[config.mk]
export PLATFORM = sky130hd
export DESIGN_NAME = grey_binarize
export DESIGN_NICKNAME = d
export VERILOG_FILES = /design/src/rtl/img_pkg.sv /design/src/rtl/frame_edge_det.sv /design/src/rtl/grey_binarize.sv
export SDC_FILE = /design/constraint.sdc
export NUM_CORES = 1
export LEC_CHECK = 0
export CAP_MARGIN = 5
export CORE_ASPECT_RATIO = 0.5
export CORE_UTILIZATION = 49
export CTS_CLUSTER_DIAMETER = 60
export DETAILED_ROUTE_END_ITERATION = 10
export PLACE_DENSITY = 0.86
export SLEW_MARGIN = 20
export SYNTH_ARGS = -nofsm -noshare
export SYNTH_HDL_FRONTEND = slang
export SYNTH_SLANG_ARGS = --single-unit
[constraint.sdc]
create_clock -name iPclk -period 3 [get_ports iPclk]
set_clock_uncertainty 0.2 [all_clocks]
set_input_delay 0.3 -clock iPclk [delete_from_list [all_inputs] [get_ports iPclk]]
set_output_delay 0.3 -clock iPclk [all_outputs]
set_load 0.005 [all_outputs]
[src/rtl/img_pkg.sv]
// Shared definitions for the grey-image pixel pipeline: default widths, frame FSM states
// and the grey-to-threshold MSB extraction used by every stage that compares against a bin index.
package img_pkg;

  localparam int GREY_W_DEF = 12;
  localparam int THR_W_DEF  = 8;

  typedef enum logic [1:0] {
    WAIT_SOF = 2'd0,
    ACTIVE   = 2'd1,
    REPORT   = 2'd2
  } state_t;

  // Top thr_w bits of a grey_w-bit sample, right-aligned; callers zero-extend into 32 bits.
  function automatic logic [31:0] grey_msb(input logic [31:0] grey, input int grey_w,
                                           input int thr_w);
    return grey >> (grey_w - thr_w);
  endfunction

endpackage

[src/rtl/frame_edge_det.sv]
// Registered frame-valid with start/end-of-frame pulses; combinational pulses, one cycle wide.
// Reset suppresses both pulses and preloads the live level so a frame in progress is not a new edge.
module frame_edge_det (
  input  logic i_clk,
  input  logic i_rst,
  input  logic i_fval,
  output logic o_sof,
  output logic o_eof
);

  logic r_fval_d;

  always_ff @(posedge i_clk) begin
    r_fval_d <= i_fval;
  end

  assign o_sof = i_fval & ~r_fval_d & ~i_rst;
  assign o_eof = ~i_fval & r_fval_d & ~i_rst;

endmodule

[src/rtl/grey_binarize.sv]
// Binarizes the grey stream against a per-frame threshold frozen at SOF and counts foreground pixels.
// Latency 2 cycles to oBin; optional BINARIZE_THR_SMOOTH_EN low-pass filters the threshold across frames.
module grey_binarize
  import img_pkg::*;
#(
  parameter int GREY_W = GREY_W_DEF,
  parameter int THR_W  = THR_W_DEF,
  parameter int CNT_W  = 20
) (
  input  logic              iPclk,
  input  logic              iRST,
  input  logic [GREY_W-1:0] iGrey,
  input  logic              iDval,
  input  logic              iFval,
  input  logic [THR_W-1:0]  iThresh,
  output logic              oBin,
  output logic [GREY_W-1:0] oBin_Grey,
  output logic              oDval,
  output logic              oFval,
  output logic [THR_W-1:0]  oThr_Used,
  output logic [CNT_W-1:0]  oFgCount,
  output logic              oCountValid
);

  state_t r_state;
  state_t w_state_nxt;

  logic w_sof;
  logic w_eof;
  logic w_take_sof;
  logic w_accept;
  logic w_fg;

  logic [GREY_W-1:0] r_grey_s1;
  logic              r_dval_s1;
  logic              r_fval_s1;
  logic              r_bin;
  logic              r_dval_s2;
  logic              r_fval_s2;
  logic [THR_W-1:0]  r_thr;
  logic [THR_W-1:0]  w_thr_nxt;
  logic [CNT_W-1:0]  r_cnt;
  logic [CNT_W-1:0]  r_fg_count;
  logic              r_cnt_vld;

  frame_edge_det u_edge (
    .i_clk  (iPclk),
    .i_rst  (iRST),
    .i_fval (iFval),
    .o_sof  (w_sof),
    .o_eof  (w_eof)
  );

  assign w_take_sof = (r_state == WAIT_SOF) && w_sof;
  // The SOF cycle's own pixel belongs to the new frame.
  assign w_accept   = (r_state == ACTIVE) || w_take_sof;

  always_comb begin
    w_state_nxt = r_state;
    case (r_state)
      WAIT_SOF: if (w_sof) w_state_nxt = ACTIVE;
      ACTIVE:   if (w_eof) w_state_nxt = REPORT;
      REPORT:   w_state_nxt = WAIT_SOF;
      default:  w_state_nxt = WAIT_SOF;
    endcase
  end

  always_ff @(posedge iPclk) begin
    if (iRST) begin
      r_state <= WAIT_SOF;
    end else begin
      r_state <= w_state_nxt;
    end
  end

`ifdef BINARIZE_THR_SMOOTH_EN
  logic             r_first;
  logic [THR_W+1:0] w_thr_sum;

  // (3*old + new + 2) >> 2, with 3*old formed as old + 2*old.
  assign w_thr_sum = {2'b00, r_thr} + {1'b0, r_thr, 1'b0} + {2'b00, iThresh}
                   + (THR_W+2)'(2);
  assign w_thr_nxt = r_first ? iThresh : THR_W'(w_thr_sum >> 2);

  always_ff @(posedge iPclk) begin
    if (iRST) begin
      r_first <= 1'b1;
    end else if (w_take_sof) begin
      r_first <= 1'b0;
    end
  end
`else
  assign w_thr_nxt = iThresh;
`endif

  always_ff @(posedge iPclk) begin
    if (iRST) begin
      r_thr <= '0;
    end else if (w_take_sof) begin
      r_thr <= w_thr_nxt;
    end
  end

  assign w_fg = grey_msb(32'(r_grey_s1), GREY_W, THR_W) > 32'(r_thr);

  always_ff @(posedge iPclk) begin
    if (iRST) begin
      r_grey_s1 <= '0;
      r_dval_s1 <= 1'b0;
      r_fval_s1 <= 1'b0;
      r_bin     <= 1'b0;
      r_dval_s2 <= 1'b0;
      r_fval_s2 <= 1'b0;
    end else begin
      r_grey_s1 <= iGrey;
      r_dval_s1 <= w_accept & iDval & iFval;
      r_fval_s1 <= w_accept & iFval;
      r_bin     <= r_dval_s1 & w_fg;
      r_dval_s2 <= r_dval_s1;
      r_fval_s2 <= r_fval_s1;
    end
  end

  // Counting runs off stage 1, so the last pixel lands before REPORT reads the total.
  always_ff @(posedge iPclk) begin
    if (iRST) begin
      r_cnt <= '0;
    end else if (w_take_sof) begin
      r_cnt <= '0;
    end else if (r_dval_s1 && w_fg && !(&r_cnt)) begin
      r_cnt <= r_cnt + 1'b1;
    end
  end

  always_ff @(posedge iPclk) begin
    if (iRST) begin
      r_fg_count <= '0;
      r_cnt_vld  <= 1'b0;
    end else begin
      r_cnt_vld <= (r_state == REPORT);
      if (r_state == REPORT) begin
        r_fg_count <= r_cnt;
      end
    end
  end

  assign oBin        = r_bin;
  assign oBin_Grey   = {GREY_W{r_bin}};
  assign oDval       = r_dval_s2;
  assign oFval       = r_fval_s2;
  assign oThr_Used   = r_thr;
  assign oFgCount    = r_fg_count;
  assign oCountValid = r_cnt_vld;

endmodule

### After elaboration in Yosys (flattened, before gate mapping)

Index checks and enable logic that the tools add are counted.

* logic and storage cells: 41
* output and inout port bits: 44
* input bits: 24
* flip-flop bits (word level): 69

* reduce and logical (&&, ||, !) cells: 9
* magnitude comparators: 1
* bitwise gates (word level): 11
* $add $sub $neg: 1
* equal/unequal tests: 4
* muxes and demuxes: 3

Operator list (count)
* $add 20x1->20 const B: 1
* $reduce_and 20->1: 1
* $and 1x1->1: 8
* $gt 8x8->1: 1
* $mux 2: 2
* $pmux 2 s2: 1
* $logic_and 1x1->1: 3
* $not 1->1: 3
* $eq 2x1->1 const B: 1
* $eq 2x2->1 const B: 1
* $logic_not 2->1: 1
* $ne 2x1->1 const B: 1
* $ne 2x2->1 const B: 1
* $reduce_and 2->1: 1
* $reduce_or 2->1: 1
* $logic_not 1->1: 1
* $logic_or 1x1->1: 1

### Longest topological paths before layout

* depth in word-level cells: 7
* depth in mapped cells: 9

### By module

Synthesis repeated with hierarchy kept, for this count alone.

* cells, all modules: 337
* area total of the unflattened synthesis: 2846.5 sq um

Modules (own cells, without submodules)
* grey_binarize: cells an instance 334, seq. area each 1281.2 sq um, area an instance 2811.4 sq um, instances 1
* frame_edge_det: cells an instance 3, seq. area each 20.0 sq um, area an instance 35.0 sq um, instances 1

### Least setup slack after synthesis

Ideal clock, no wire load.

* path kind: flip-flop to flip-flop
* start: register r_thr[7] (netlist: oThr_Used[7])
* end: register r_cnt[15]
* arrival: 1896 ps
* setup slack: 845 ps
* buffers on the path: 0
* clock period less this slack: 2155 ps
* cell stages (with the launch flop): 9
* setup time: 59 ps
* data required time: 2741 ps
* path through: dfxtp_1 > inv_1 > ha_1 > nand4_1 > o21ai_0 > a31oi_2 > nand3_2 > or4_1 > nand2_1

* longest elaborated chain between the ends: 3

Ends and longest elaborated chain
* from (decl): RTL line grey_binarize.sv:40 `logic [THR_W-1:0] r_thr;`
* from (signal assigned): RTL line grey_binarize.sv:100 `r_thr <= w_thr_nxt;`
* $gt 8x8->1: RTL line grey_binarize.sv:104 `assign w_fg = grey_msb(32'(r_grey_s1), GREY_W, THR_W) > 32'(r_thr);`
* $logic_and 1x1->1 (2 in a row): RTL line grey_binarize.sv:130 `end else if (r_dval_s1 && w_fg && !(&r_cnt)) begin`
* to (signal assigned): RTL line grey_binarize.sv:131 `r_cnt <= r_cnt + 1'b1;`
* to (decl): RTL line grey_binarize.sv:42 `logic [CNT_W-1:0] r_cnt;`

No other way between the ends.
A chain may end at the register's enable or synchronous reset.

### Worst setup path after layout

* start: register r_thr[6] (netlist: oThr_Used[6])
* end: register r_cnt[17]

Same word-level chain as after synthesis.

==> results.md <==
- Reg-to-reg endpoint: r_cnt[17]
- Worst-path clk slew: 0.07 ns
- Status: complete, no violations
- Min cycle time layout: 2.63 ns
- CP max FO: 19
- Worst min path class: reg2reg
- CTS H-tree lvls: 3
- Critical path class: reg2reg
- Worst Setup Start Kind: register
- IO Count: 68
- Number of cells on the worst reg-to-reg path: 8
- Pre-CTS setup slack: 0.396 ns
- Final Hold Vio Count: 0
- Synthesized area per cell: 8.73 sq um
- Setup ws final: 0.367 ns
- Post-detail-place hpwl: 4050 um
- Static Leakage: 1.25 nW
- Global-route wire length before repair: 9500 um
- Post-synthesis sequential area ratio: 47.6%
- Maximum VDD drop: 0.306 mV
- Final setup viols: 0
- Share of the synthesized area in the top cell type: 47.6%
- Post-Place Cells: 424
- Antenna violations before repair: 0
- Starting Density: 53.2%
- Max-slew violation count: 0
- Commonest cells after routing, fill and taps aside: dfxtp_1 (65), clkdlybuf4s50_1 (63), nand2_1 (54)
- Worst r2r src: oThr_Used[6]
- Final Cycle Share: 87.8%
- Antenna Nets Post-Route: 0
- Syn nets: 346
- Root buf cell: clkbuf_8
- P per Cell Area: 507 nW/um^2
- Drt first pass iters: 5
- DRC Markers: 0
- Final TNS setup: 0 ns
- Vias in the first global route: 2207
- Least-Margin Pin Slew: 0.823 ns
- Register bit total from synthesis: 65
- CTS tree: yes
- Hold Buf Count CTS: 0
- Via count: 2320
- Buffers on Ports: 63
- Tot GR Track Use: 21.9%
- Pin count of the biggest net entering global routing: 45
- Clk Latency, worst-skew pair: 0.34 ns
- Met2 GRT Util: 39.4%
- CP endpoint kind: register
- Syn Inst Count: 313
- Rel. slew slack: 45.1%
- Core ar.: 5130 sq um
- Synth Cell Area: 2730 sq um
- GRT met3 Usage: 6.90%
- Fin util: 68.7%
- M1 GR Usage: 23.6%
- Hold endpoint: oFval
- Standard-cell rows: 18
- Share of layout cells above drive strength 1: 8.38%
- Synth warn: 0
- Post-Route WL: 5830 um
- Top cells by area, synth: dfxtp_1 (48%), nand2_1 (7.4%), a21oi_1 (6.0%)
- TritonCTS Buffers: 9
- Worst hold path cell count: 1
- Detail-routed net length per standard cell: 13.3 um
- Hold path startpoint: r_fval_s1
- Die Y-Extent: 54.8 um
- Final nets: 398
- Most common cell after layout, fill and taps aside: dfxtp_1
- CP arrival: 2.69 ns
- Fmax: 380 MHz
- GR peak layer: met2
- Post-CTS Setup Bufs: 0
- N_diodes: 0
- Die width: 108 um
- Yosys cell types: 41
- Overflow after GRT: 0
- Layout Cells excl Fill: 440
- Max-Cap Viols: 0
- Req. time, crit path: 3.06 ns
- Vias/cell: 5.27
- Yosys top cell by area: dfxtp_1
- Area Overhead vs Synth: 29.2%
- CTS sink cnt: 65
- Placer Congestion: 0.803
- RSZ-0062 raised after global routing: no
- Post-CTS Resized: 0
- Clock buffer depth: 2
- # fillers: 415
- Worst reg-to-reg setup slack: 0.37 ns
- DRT iter0 DRCs: 108
- Die area: 5900 sq um
[through the flow]
stage / cell area [sq um] / power (mW) / hold slack [ns]
5_1_grt: 3530 / 1.86 / 0.272
6_report: 3530 / 1.79 / 0.242
4_1_cts: 3530 / 1.80 / 0.248
3_3_place_gp: 3320 / 1.02 / 0.221
2_1_floorplan: 2730 / 0.972 / 0.128
3_5_place_dp: 3320 / 1.03 / 0.228
[worst max path at each step]
stage / cells after the start / endpoint / from / slack, ns
final: 8 / r_cnt[17] / oThr_Used[6] / 0.37
after detailed placement: 8 / r_cnt[4] / oThr_Used[3] / 0.40
after CTS: 8 / r_cnt[4] / oThr_Used[6] / 0.37
after global routing: 8 / r_cnt[15] / oThr_Used[7] / 0.19
after floorplan: 8 / r_cnt[15] / oThr_Used[7] / 0.85
after global placement: 8 / r_cnt[15] / oThr_Used[3] / 0.49
[area by class of cell]
cell class	count	area [sq um]	share of cell area (%)
sequential	65	1300	36.9
timing repair buffer	67	661	18.7
inverter	11	41.3	1.17
multi-input combinational	211	1230	34.8
clock buffer	9	124	3.51
clock inverter	7	85.1	2.41
tap	70	87.6	2.48
[power by group]
group          leakage (nW)  internal [mW]  switching, mW
clock network         0.113          0.460          0.321
registers             0.527          0.878        0.00882
logic                 0.610         0.0621         0.0595
total                  1.25           1.40          0.389
[synth_stat cells]
master	count
buf_2	4
ha_1	9
inv_1	11
nand4_1	11
xor2_1	6
o31ai_1	4
nand4_2	1
o211ai_1	2
nand2_4	1
buf_1	2
or4_1	1
a211oi_1	2
or2_0	1
or3_1	12
nor4_1	1
mux2i_1	4
nor2_1	13
a31oi_2	1
a211o_1	1
a21oi_1	33
clkbuf_1	6
clkbuf_8	1
and2_1	1
nand3_2	1
nand3b_1	1
dfxtp_1	65
o21ai_0	15
buf_6	1
nand2_1	54
and3_4	1
and3_1	1
or2_2	1
nor2b_1	12
nor3_1	7
and4_2	1
nand2b_1	1
nand4_4	1
o21a_1	1
and2_2	2
buf_4	12
nand3_1	8
[worst max-delay path: stages, from the launching register on]
cell and delay (ns):
dfxtp_1 0.35, inv_1 0.07, ha_1 0.30, o21a_1 0.11, a21oi_1 0.09, a31oi_2 0.44, nand3_2 0.38, or3_1 0.45
a21oi_1 0.16
[registers in the layout (all words and copies together) (netlist names)]
| name | flops |
|---|---|
| oCountValid | 1 |
| oDval | 1 |
| oFval | 1 |
| r_state | 2 |
| u_edge.r_fval_d | 1 |
| r_cnt | 20 |
| r_dval_s1 | 1 |
| oFgCount | 20 |
| oBin | 1 |
| oThr_Used | 8 |
| r_grey_s1 | 8 |
| r_fval_s1 | 1 |
[per-layer routing]
metal / vias to the layer above / share of wire, % / wire [um]
li1: 1170 / - / -
met1: 1054 / 42 / 2470
met2: 84 / 50 / 2930
met3: 12 / 5.7 / 332
met4: 0 / 1.7 / 101
met5: - / 0 / 0
[cells by family (layout without fill, tap and decap cells)]
family,after synthesis,count (layout),share of synthesized area (%)
flops,65,65,47.6
fa+ha+maj,9,9,4.12
xor+xnor,6,6,1.92
mux,4,4,1.47
compound gates,59,59,12.0
simple gates,133,133,25.2
buf+inv,37,94,7.56
Power figures use the tool's default switching activity.
==> variant 1, RTL diff (same flow settings) <==
Encoding of `state_t`: now one-hot (3 bits for 3 states).
--- a/src/rtl/img_pkg.sv
+++ b/src/rtl/img_pkg.sv
@@ -5,10 +5,10 @@
   localparam int GREY_W_DEF = 12;
   localparam int THR_W_DEF  = 8;
 
-  typedef enum logic [1:0] {
-    WAIT_SOF = 2'd0,
-    ACTIVE   = 2'd1,
-    REPORT   = 2'd2
+  typedef enum logic [2:0] {
+    WAIT_SOF = 3'b001,
+    ACTIVE   = 3'b010,
+    REPORT   = 3'b100
   } state_t;
 
   // Top thr_w bits of a grey_w-bit sample, right-aligned; callers zero-extend into 32 bits.
Behaviour: same outputs for any inputs over 10 cycles, from zero or initial values and one cycle with iRST high; not proved beyond that.
==> variant 1 against the original RTL <==
Die area is 4.6% higher. Count of clock-buffer cells in the layout stayed put. First-iteration DRC count is 19% higher. Combinational power is 9.8% lower. Worst setup slack better by 0.048 ns. Critical path type unchanged. Final area is 7.1% higher. Total power is 23% higher. Wire length is 14% higher. Global-route usage is 0.37 points higher. Synthesized area is 4.7% higher. Sequential cell count is 1 higher.
==> variant 1: results (changes against the original RTL) <==
fraction of area in multi-input gates=34.8% (about the same); placed cell count=447 (was 424); GR Layer Usage met3=7.03% (was 6.90%); post-synthesis mux area share=0% (was 1.47%); Post-synth top cells=66 x dfxtp_1, 59 x nand2_1, 45 x a21oi_1 (was 65 x dfxtp_1, 54 x nand2_1, 33 x a21oi_1); Buffers, non-clock=69 (was 67); R2R setup slack=0.42 ns (was 0.37 ns); hold worst-path end=oFgCount[11] (was oFval); first-pass GRT wire length=10.5 mm (was 9.50 mm); total die area=0.00617 sq mm (was 0.00590 sq mm); RD Place Congestion=0.845 (was 0.803); worst stage delay on the critical path=0.54 ns (was 0.45 ns); Crit Path Max Fanout=12 (was 19); CTS Sinks=66 (was 65); vias in the first global route=2395 (was 2207); Place WS=0.510 ns (was 0.396 ns); Synth Area in Adders=3.94% (was 4.12%); fraction of layout cells with a size suffix above 1=8.21% (was 8.38%); cells on worst reg2reg path=7 (was 8); met1 Use GR=24.4% (was 23.6%); met2 wire len=3.40 mm (was 2.93 mm); Via-to-Cell Ratio=5.59 (was 5.27); synth top area cells=dfxtp_1 46%, a21oi_1 7.9%, nand2_1 7.7% (was dfxtp_1 48%, nand2_1 7.4%, a21oi_1 6.0%); Final HPWL DP=4.44 mm (was 4.05 mm); GRT Total Usage=22.3% (was 21.9%); WL/cell=14.4 um (was 13.3 um); reg2reg start=r_cnt[0] (was oThr_Used[6]); ClkCell Share=9.07% (was 5.92%); Worst R2R End=r_cnt[3] (was r_cnt[17]); Non-clock buffer share=17.9% (was 18.7%); clock-pin slew on the worst setup and hold paths=0.05 ns (was 0.07 ns); Slew headroom=50.1% (was 45.1%); Nets=418 (was 398); library cells used by synthesis=36 (was 41); slowest stage cell, crit path=nor3_2 (was or3_1); hold wc startpoint=oFgCount[11] (was r_fval_s1); largest net degree at the start of global routing=40 (was 45); P&R area growth vs syn=32.2% (was 29.2%); status=finished clean (unchanged); Synth Area in XOR/XNOR=0% (was 1.92%); Pre-Repair DR Iteration Count=6 (was 5); FILL cells=444 (was 415); Lkg Pwr=1.27 nW (was 1.25 nW); placed cell areas=0.00344 sq mm (was 0.00332 sq mm); Post-Syn Nets=370 (was 346); CTS root buffer=clkbuf_16 (was clkbuf_8); non-filler cells, final=463 (was 440); Hold Slack=0.253 ns (was 0.242 ns); Peak VDD IR=298 uV (was 306 uV); M1 wire length=2.73 mm (was 2.47 mm); complex-gate fraction of the synthesized area=15.1% (was 12.0%); multi-input gates=230 (was 211); nonclk inv count=9 (was 11); sequential area share after synthesis=46.2% (was 47.6%); DR WL met3=419 um (was 332 um); synthesized instance count=337 (was 313); met2 Use GR=39.0% (was 39.4%)
## variant 1: cell types whose count changed after synthesis, sizes merged, moves of 7 or more
cell    change
clkbuf      +7
a21oi      +15
or4        +12
nand3      +10
## variant 1: cell families after synthesis
group	count (synthesis)
AND/OR/NAND/NOR	146
flip-flops	66
AO/OA/AOI/OAI	75
buffers and inverters	41
adder cells (fa/ha/maj)	9
## variant 1: power breakdown
group	total (W)	internal, W	leakage (nW)	switching [W]
combinational	0.000110	0.0000575	0.566	0.0000525
sequential	0.000898	0.000890	0.535	0.00000753
clock	0.00119	0.000810	0.169	0.000382
## variant 1: worst max-delay path by stage
stage	startpoint	end	slack [ns]	depth (start not counted)
floorplan	oThr_Used[5]	r_cnt[11]	0.69	9
finish	r_cnt[0]	r_cnt[3]	0.42	7
global route	r_cnt[0]	r_cnt[3]	0.28	7
CTS	r_cnt[0]	r_cnt[3]	0.46	7
detailed placement	r_cnt[0]	r_cnt[4]	0.51	7
global placement	oThr_Used[5]	r_cnt[4]	0.58	8
==> variant 2, RTL diff (same settings) <==
Made on the original files. Set the package constant `GREY_W_DEF` to 24 (it was 12).
--- a/src/rtl/img_pkg.sv
+++ b/src/rtl/img_pkg.sv
@@ -2,7 +2,7 @@
 // and the grey-to-threshold MSB extraction used by every stage that compares against a bin index.
 package img_pkg;
 
-  localparam int GREY_W_DEF = 12;
+  localparam int GREY_W_DEF = 24;
   localparam int THR_W_DEF  = 8;
 
   typedef enum logic [1:0] {
Interface: changed (resized iGrey and oBin_Grey); port bits go from 68 to 92. The function was not compared with the original's and may differ.
==> variant 2 against the original RTL <==
Worst setup slack improved by 0.11 ns. Clock power increased by 33%. Cell count up 3.0%. Count of clock-buffer cells in the layout rose by 3. Total power up 15%. Synthesized area grew 5.6%. Synthesized cell count increased by 3.5%. Via count up 5.6%. Sequential cell count stayed put. Final area increased by 7.7%. Wire length rose by 11%. Utilization is 0.70 points lower. Critical endpoint is now r_cnt[5]. Largest cell class unchanged.
==> variant 2: results (changes against the original RTL) <==
Place WS=0.491 ns (was 0.396 ns); vias in the first global route=2385 (was 2207); RD Place Congestion=0.824 (was 0.803); cell internal pwr=0.00163 W (was 0.00140 W); port buffer count=75 (was 63); clock-pin slew on the worst setup and hold paths=0.05 ns (was 0.07 ns); GRT Total Usage=21.6% (was 21.9%); synth top area cells=dfxtp_1 45%, nand2_1 6.6%, buf_4 6.5% (was dfxtp_1 48%, nand2_1 7.4%, a21oi_1 6.0%); sequential area share after synthesis=45.1% (was 47.6%); Post-Syn Nets=369 (was 346); drt initial violations=147 (was 108); met2 wire len=3.33 mm (was 2.93 mm); placed cell areas=0.00350 sq mm (was 0.00332 sq mm); Crit Path Max Fanout=13 (was 19); Pre-Repair DR Iteration Count=4 (was 5); Synth Area in Adders=3.90% (was 4.12%); met1 Use GR=24.3% (was 23.6%); Final HPWL DP=4.33 mm (was 4.05 mm); largest net degree at the start of global routing=46 (was 45); status=finished clean (unchanged); Peak VDD IR=319 uV (was 306 uV); first-pass GRT wire length=10.7 mm (was 9.50 mm); CTS root buffer=clkbuf_16 (was clkbuf_8); fraction of layout cells with a size suffix above 1=8.95% (was 8.38%); Synth Area in XOR/XNOR=1.52% (was 1.92%)
-- variant 2: cell count changes in the layout (fill, tap and decap cells not counted), moves of 3 or more --
| cell | before | now |
|---|---|---|
| clkbuf_8 | 9 | 2 |
| nand4_1 | 11 | 7 |
| or4_1 | 1 | 4 |
| mux2i_1 | 4 | 7 |
| clkdlybuf4s50_1 | 63 | 75 |
| o21ai_1 | 0 | 8 |
| xor2_1 | 6 | 3 |
| or3_1 | 12 | 9 |
| o21ai_0 | 15 | 6 |
| nand2_1 | 54 | 51 |
| nor3_1 | 7 | 4 |
| and2_1 | 1 | 4 |
| clkbuf_16 | 0 | 9 |
-- variant 2: final timing paths --
kind | start | end | slack (ns) | cells past startpoint
setup reg to reg | oThr_Used[7] | r_cnt[5] | 0.47 | 9
setup / recovery | oThr_Used[7] | r_cnt[5] | 0.47 | 9
hold reg to reg | oFgCount[18] | oFgCount[18] | 0.25 | 2
hold / removal | oFgCount[18] | oFgCount[18] | 0.25 | 2
-- variant 2: layout make-up --
| type | count | area, sq um | area share, % |
|---|---|---|---|
| Clock buffer | 12 | 256 | 6.75 |
| Clock inverter | 3 | 40.0 | 1.05 |
| Inverter | 11 | 42.5 | 1.12 |
| Multi-Input combinational cell | 210 | 1290 | 33.9 |
| Sequential cell | 65 | 1300 | 34.2 |
| Tap cell | 73 | 91.3 | 2.40 |
| Timing Repair Buffer | 79 | 781 | 20.5 |
-- variant 2: power by group through the flow --
stage | registers (W) | clock network [W] | logic [W]
finish | 0.000888 | 0.00104 | 0.000127
global route | 0.000889 | 0.00108 | 0.000140
CTS | 0.000888 | 0.00104 | 0.000128
detailed placement | 0.000906 | 0 | 0.000126
global placement | 0.000905 | 0 | 0.000122
floorplan | 0.000904 | 0 | 0.0000750
